## config.mk

```make
export PLATFORM = sky130hd
export DESIGN_NAME = alu_share_arbiter
export DESIGN_NICKNAME = d
export VERILOG_FILES = /design/src/rtl/alu_share_arbiter.sv
export SDC_FILE = /design/constraint.sdc
export NUM_CORES = 1
export LEC_CHECK = 0
export ABC_AREA = 1
export ABC_CLOCK_PERIOD_IN_PS = 3100
export CORE_AREA = 4 4 118 120
export CTS_BUF_LIST = sky130_fd_sc_hd__clkbuf_2 sky130_fd_sc_hd__clkbuf_4 sky130_fd_sc_hd__clkbuf_8
export DETAILED_ROUTE_END_ITERATION = 10
export DIE_AREA = 0 0 122 124
export DONT_BUFFER_PORTS = 1
export HOLD_SLACK_MARGIN = 0.1
export PLACE_DENSITY_LB_ADDON = 0.05
export SLEW_MARGIN = 20
export SYNTH_ARGS = -nofsm -noshare
export SYNTH_HDL_FRONTEND = slang
export SYNTH_SLANG_ARGS = --single-unit
export TNS_END_PERCENT = 5
```

## constraint.sdc

```tcl
create_clock -name clk -period 3.1 [get_ports clk]
set_input_delay 0.31 -clock clk [delete_from_list [all_inputs] [get_ports clk]]
set_output_delay 0.31 -clock clk [all_outputs]
set_load 0.01 [all_outputs]
```

## src/rtl/alu_share_arbiter.sv

```systemverilog
// ---------------------------------------------------------------------------
// alu_share_arbiter
//
// Time-shares one single-cycle ALU between two requesters. At most one
// operation is accepted per cycle, chosen round-robin when both requesters
// are valid. The ALU result and zero flag are captured into a single
// response register. That register is returned to the requester that issued
// the operation over a valid/ready handshake. Saturating per-requester grant
// counters are kept for performance monitoring.
//
// Ports:
//   clk, rst_n                 clock, asynchronous active-low reset
//   reqN_valid/ready           request handshake for requester N
//   reqN_a, reqN_b, reqN_op    operands and 3-bit ALU op for requester N
//   alu_a, alu_b, alu_op       operands/op driven to the shared ALU
//   alu_r, alu_zero            result and zero flag returned by the ALU
//   rspN_valid/ready           response handshake for requester N
//   rsp_r, rsp_zero            buffered result, shared by both response ports
//   gnt_cnt0, gnt_cnt1         saturating accepted-operation counters
// ---------------------------------------------------------------------------
module alu_share_arbiter #(
  parameter int WIDTH = 32,
  parameter int CNT_W = 16
) (
  input  logic             clk,
  input  logic             rst_n,
  input  logic             req0_valid,
  output logic             req0_ready,
  input  logic [WIDTH-1:0] req0_a,
  input  logic [WIDTH-1:0] req0_b,
  input  logic [2:0]       req0_op,
  input  logic             req1_valid,
  output logic             req1_ready,
  input  logic [WIDTH-1:0] req1_a,
  input  logic [WIDTH-1:0] req1_b,
  input  logic [2:0]       req1_op,
  output logic [WIDTH-1:0] alu_a,
  output logic [WIDTH-1:0] alu_b,
  output logic [2:0]       alu_op,
  input  logic [WIDTH-1:0] alu_r,
  input  logic             alu_zero,
  output logic             rsp0_valid,
  input  logic             rsp0_ready,
  output logic             rsp1_valid,
  input  logic             rsp1_ready,
  output logic [WIDTH-1:0] rsp_r,
  output logic             rsp_zero,
  output logic [CNT_W-1:0] gnt_cnt0,
  output logic [CNT_W-1:0] gnt_cnt1
);

  localparam logic [CNT_W-1:0] CNT_MAX = '1;

  logic rsp_valid;
  logic rsp_owner;
  logic last_gnt;
  logic cand_valid;
  logic cand_sel;
  logic owner_ready;
  logic slot_free;
  logic grant;

  assign rsp0_valid = rsp_valid && !rsp_owner;
  assign rsp1_valid = rsp_valid &&  rsp_owner;

  // The single slot is reusable when empty or when its owner drains it this
  // cycle, so a drain and a new accept can happen together.
  assign owner_ready = rsp_owner ? rsp1_ready : rsp0_ready;
  assign slot_free   = !rsp_valid || owner_ready;

  // Round-robin: on a tie the requester that did not win last time is chosen.
  always_comb begin
    cand_valid = req0_valid || req1_valid;
    cand_sel   = 1'b0;
    if (req0_valid && req1_valid)
      cand_sel = ~last_gnt;
    else if (req1_valid)
      cand_sel = 1'b1;
  end

  assign grant      = cand_valid && slot_free;
  assign req0_ready = grant && !cand_sel;
  assign req1_ready = grant &&  cand_sel;

  // The candidate's operands go to the ALU even while stalled, so the ALU
  // path is independent of the response handshake; idle drives zeros.
  always_comb begin
    alu_a  = '0;
    alu_b  = '0;
    alu_op = 3'b000;
    if (cand_valid) begin
      if (cand_sel) begin
        alu_a  = req1_a;
        alu_b  = req1_b;
        alu_op = req1_op;
      end else begin
        alu_a  = req0_a;
        alu_b  = req0_b;
        alu_op = req0_op;
      end
    end
  end

  // Response register: loads on grant, empties on a drain without a grant,
  // and otherwise holds so data stays stable under back-pressure.
  // last_gnt resets to 1 so requester 0 wins the first tie.
  always_ff @(posedge clk or negedge rst_n) begin
    if (!rst_n) begin
      rsp_valid <= 1'b0;
      rsp_owner <= 1'b0;
      rsp_r     <= '0;
      rsp_zero  <= 1'b0;
      last_gnt  <= 1'b1;
    end else if (grant) begin
      rsp_valid <= 1'b1;
      rsp_owner <= cand_sel;
      rsp_r     <= alu_r;
      rsp_zero  <= alu_zero;
      last_gnt  <= cand_sel;
    end else if (rsp_valid && owner_ready) begin
      rsp_valid <= 1'b0;
    end
  end

  // Grant counters stick at all-ones instead of wrapping.
  always_ff @(posedge clk or negedge rst_n) begin
    if (!rst_n) begin
      gnt_cnt0 <= '0;
      gnt_cnt1 <= '0;
    end else begin
      if (req0_ready && gnt_cnt0 != CNT_MAX)
        gnt_cnt0 <= gnt_cnt0 + 1'b1;
      if (req1_ready && gnt_cnt1 != CNT_MAX)
        gnt_cnt1 <= gnt_cnt1 + 1'b1;
    end
  end

endmodule

```

Word-level counts from Yosys, hierarchy flattened
Index checks and enable logic that the tools add are counted.
Storage, ports and cells
  flip-flop bits (word level): 68
  bits of input ports: 173
  output and inout port bits: 136
  word-level logic and storage cells: 38
Operators by class
  add/sub/neg operators: 2
  eq/ne operators: 2
  muxes and demuxes: 11
  bitwise logic cells: 1
  reductions and logical operators: 15
Operators with widths (count)
  $mux W32: 4
  $add A16 B1 Y16 const B: 2
  $ne A16 B16 Y1 const B: 2
  $logic_and A1 B1 Y1: 9
  $mux W3: 2
  $mux W1: 5
  $logic_not A1 Y1: 3
  $logic_or A1 B1 Y1: 2
  $reduce_bool A2 Y1: 1
  $not A1 Y1: 1

Logic depth before layout (Yosys ltp)
  depth after elaboration: 5
  depth in mapped cells: 10
  depth with buffers taken out: 10

Worst setup path after synthesis
No wires, ideal clock.
  path kind: in2out
  start: input req0_valid
  end: output alu_b[10]
  arrival time: 1.252 ns
  data required time: 2.790 ns
  slack: 1.538 ns
  stages: 5
  buffers on the path: 3
  cell sequence: buf_2 -> buf_2 -> clkbuf_1 -> nand2_1 -> o21ai_0
Between the ends
  longest elaborated chain between the ends: 4
  elaborated cells between the ends (all ways): 5
  those cells by class: mux (3); reduce/logical (2)
RTL lines
  from (decl): RTL line 27  | input logic req0_valid,
  $logic_and A1 B1 Y1: RTL line 75  | if (req0_valid && req1_valid)
  $mux W1: RTL line 75
  $mux W32: RTL line 92  | if (cand_sel) begin
  $mux W32 *: RTL line 91  | if (cand_valid) begin
  to (decl): RTL line 38  | output logic [WIDTH-1:0] alu_b,
Every way passes the cells marked *; elsewhere a longest branch is shown, timed or not.

Worst setup path after layout
  start: register last_gnt
  end: output alu_a[31]
Between the ends
  longest elaborated chain between the ends: 4
RTL lines
  from (decl): RTL line 56  | logic last_gnt;
  from (signal assigned): RTL line 119  | last_gnt <= cand_sel;
  $not A1 Y1: RTL line 76  | cand_sel = ~last_gnt;
  $mux W1: RTL line 75
  $mux W32: RTL line 92
  $mux W32: RTL line 91
  to (decl): RTL line 37  | output logic [WIDTH-1:0] alu_a,
Every way passes these cells.

==> results_dict.tcl <==
set metrics [dict create \
    status "finished, final reports clean" \
    final_area_um2 4964 \
    yosysUniqueCellTypes 29 \
    clk_pin_slew_ps 70 \
    fin_setup_tns_ps 0 \
    yosysWarningCount 0 \
    rows 42 \
    min_path_type "in -> reg" \
    rsz0062_at_grt "false" \
    grt_pass1_wl_um 21820 \
    wl_per_cell_um 17.65 \
    postCtsSetupBuffers 0 \
    grt_pass1_vias 3885 \
    synthAdderAreaFrac 0.005785 \
    synthTopCellsByArea "dfrtp_1 39%, nand2_1 32%, o21ai_0 8.2%, nor2_1 2.6%, xnor2_1 2.0%" \
    cts_root_buf "clkbuf_8" \
    clock_skew_ps 7.816 \
    drc 0 \
    vias 4183 \
    die_w_um 122 \
    critPathKind "reg -> out" \
    async_reset_ff_frac 1.000 \
    cts_buffers 9 \
    finalHoldViolCount 0 \
    synth_compound_area_frac 0.09257 \
    crit_fanout 47 \
    synth_top_area_cell "dfrtp_1" \
    hpwl_um 11410 \
    num_io_pins 309 \
    area_growth_syn_to_layout_pct 14.75 \
    placed_cell_area_um2 4414 \
    nets 851 \
    cts_tree "built" \
    syn_area_per_cell_um2 6.554 \
    fmax_mhz 474.6 \
    holdPathStages 3 \
    initial_core_util 0.3332 \
    fin_crit_ps 2107 \
    grt_max_degree 77 \
    fin_crit_sh 0.6797 \
    slew_violations 0 \
    cts_max_level 3 \
    critPathRequiredTime_ps 2790 \
    drive_gt1_frac 0.05580 \
    cellLeakagePower_nw 2.339 \
    core_area_um2 12980 \
    ant_nets 0 \
    fp.dieH_um 124 \
    reg2reg_depth 10 \
    tightestPinTransition_ps 657.7 \
    synth_commonest_cells "370 x nand2_1, 71 x o21ai_0, 67 x dfrtp_1" \
    worstPathArrival_ps 1800 \
    max-slew-margin-rel 0.5569 \
    cts_max_path_buffers 2 \
    ir_drop_v 0.0003405 \
    portBuffers 0 \
    n_antenna_cell 0 \
    crit_path_end_kind "output pin" \
    muxShareOfSynthArea 0 \
    gp_congestion 0.8356 \
    die_area_um2 15130 \
    syn_nets 835 \
    gr-total-overflow 0 \
    clock_latency_ps 350 \
    firstDrtPassIters 7 \
    routed_wl_um 15120 \
    synth_seq_cells 68 \
    antenna_found_initial 3 \
    clock_sinks 68 \
    drtIter0Drc 259 \
    seq_area_frac_synth 0.3937 \
    synthMostInstantiatedCell "nand2_1" \
    synth_cells 660 \
    via_per_inst 4.881 \
    finalSetupViolCount 0 \
    p_per_area_nw_per_um2 666.9 \
    synthSimpleGateAreaFrac 0.4148 \
    synth_top_family_by_area "simple AND/OR/NAND/NOR gates" \
    crit_path_start_kind "register" \
    synth_xor_area_frac 0.02835 \
    syn_area_um2 4325 \
    ys.flop_type "dfrtp_1" \
    synth-edff-count 0 \
    synth_top_area_share 0.3876 \
    cap_violations 0 \
    track_usage 0.1896 \
]
[per-stage QoR]
| step | power [mW] | cells | hold WS, ps | worst slack (ps) | util |
|---|---|---|---|---|---|
| after floorplan | 2.370 | 660 | 14.41 | 1538 | - |
| after global placement | 2.589 | 806 | 16.37 | 1103 | 0.3401 |
| after detailed placement | 2.607 | 806 | 16.31 | 1039 | 0.3401 |
| after CTS | 3.368 | 857 | 217.9 | 914.1 | 0.3824 |
| after global routing | 3.610 | 857 | 226.7 | 796.3 | 0.3824 |
| final | 3.310 | 857 | 241.9 | 992.9 | 0.3824 |
[registers in the layout (all words and copies together), names as in the netlist]
signal,cells
rsp_r,32
gnt_cnt0,16
gnt_cnt1,16
last_gnt,1
rsp_owner,1
rsp_valid,1
rsp_zero,1
[worst max-delay path, cell delays in order (launching register included)]
cell and delay, ps:
dfstp_2 560, a21oi_4 140, buf_12 210, o21ai_0 540
[cells in the final DEF (no fill, tap or decap), drive strengths merged]
master / n
nand4: 10
dfrtp: 67
clkinv: 2
xor2: 4
buf: 4
dlygate4sd3: 34
clkinvlp: 3
o21ai: 75
nand3b: 3
ha: 2
nand2: 373
or2: 1
clkbuf: 11
nand3: 18
inv: 25
a21oi: 2
nor2: 36
xnor2: 10
dfstp: 1
[layer usage]
layer  GRT usage  vias up  part of all wire
met5           0        -            0.0028
met4     0.05322        6            0.0099
met3     0.07902       19              0.10
met2      0.3090      178              0.48
met1      0.2315     1889              0.40
li1            -     2091                 -
[path summary, 6_finish.rpt]
| kind | endpoint | start | slack, ps |
|---|---|---|---|
| min | rsp_valid$_DFFE_PN0P_ | rsp0_ready | 240 |
| min in group asynchronous | gnt_cnt0[0]$_DFFE_PN0P_ | rst_n | 480 |
| max reg2reg | gnt_cnt1[7]$_DFFE_PN0P_ | gnt_cnt1[0]$_DFFE_PN0P_ | 1030 |
| max | alu_a[31] | last_gnt$_DFFE_PN1N_ | 990 |
| max in group asynchronous | last_gnt$_DFFE_PN1N_ | rst_n | 2270 |
| min reg2reg | last_gnt$_DFFE_PN1N_ | last_gnt$_DFFE_PN1N_ | 490 |
[final cells by class]
type                            count  area [um2]
Sequential cell                    68        1703
Timing Repair Buffer               38       415.4
Inverter                           25       93.84
Clock buffer                       11       145.1
Fill cell                        1387        8016
Tap cell                          176       220.2
Multi-Input combinational cell    534        2350
Clock inverter                      5       36.28
[cell families (layout without fill, tap and decap cells)]
group,Yosys count,after routing
compound gates,77,77
xor+xnor,14,14
fa+ha+maj,2,2
buf+inv,58,79
flops,68,68
simple gates,441,441
[power by group]
group | switching [mW] | leakage [nW] | internal (mW)
clock network | 0.359 | 0.0854 | 0.322
registers | 0.400 | 0.872 | 1.18
logic | 0.733 | 1.38 | 0.320
[repair_timing]
| action | CTS | global route |
|---|---|---|
| gates resized for setup | 0 | 0 |
| hold buffers | 35 | 0 |
| hold endpoints to repair | 101 | 0 |
No activity file was read; power rests on OpenSTA's default activity.
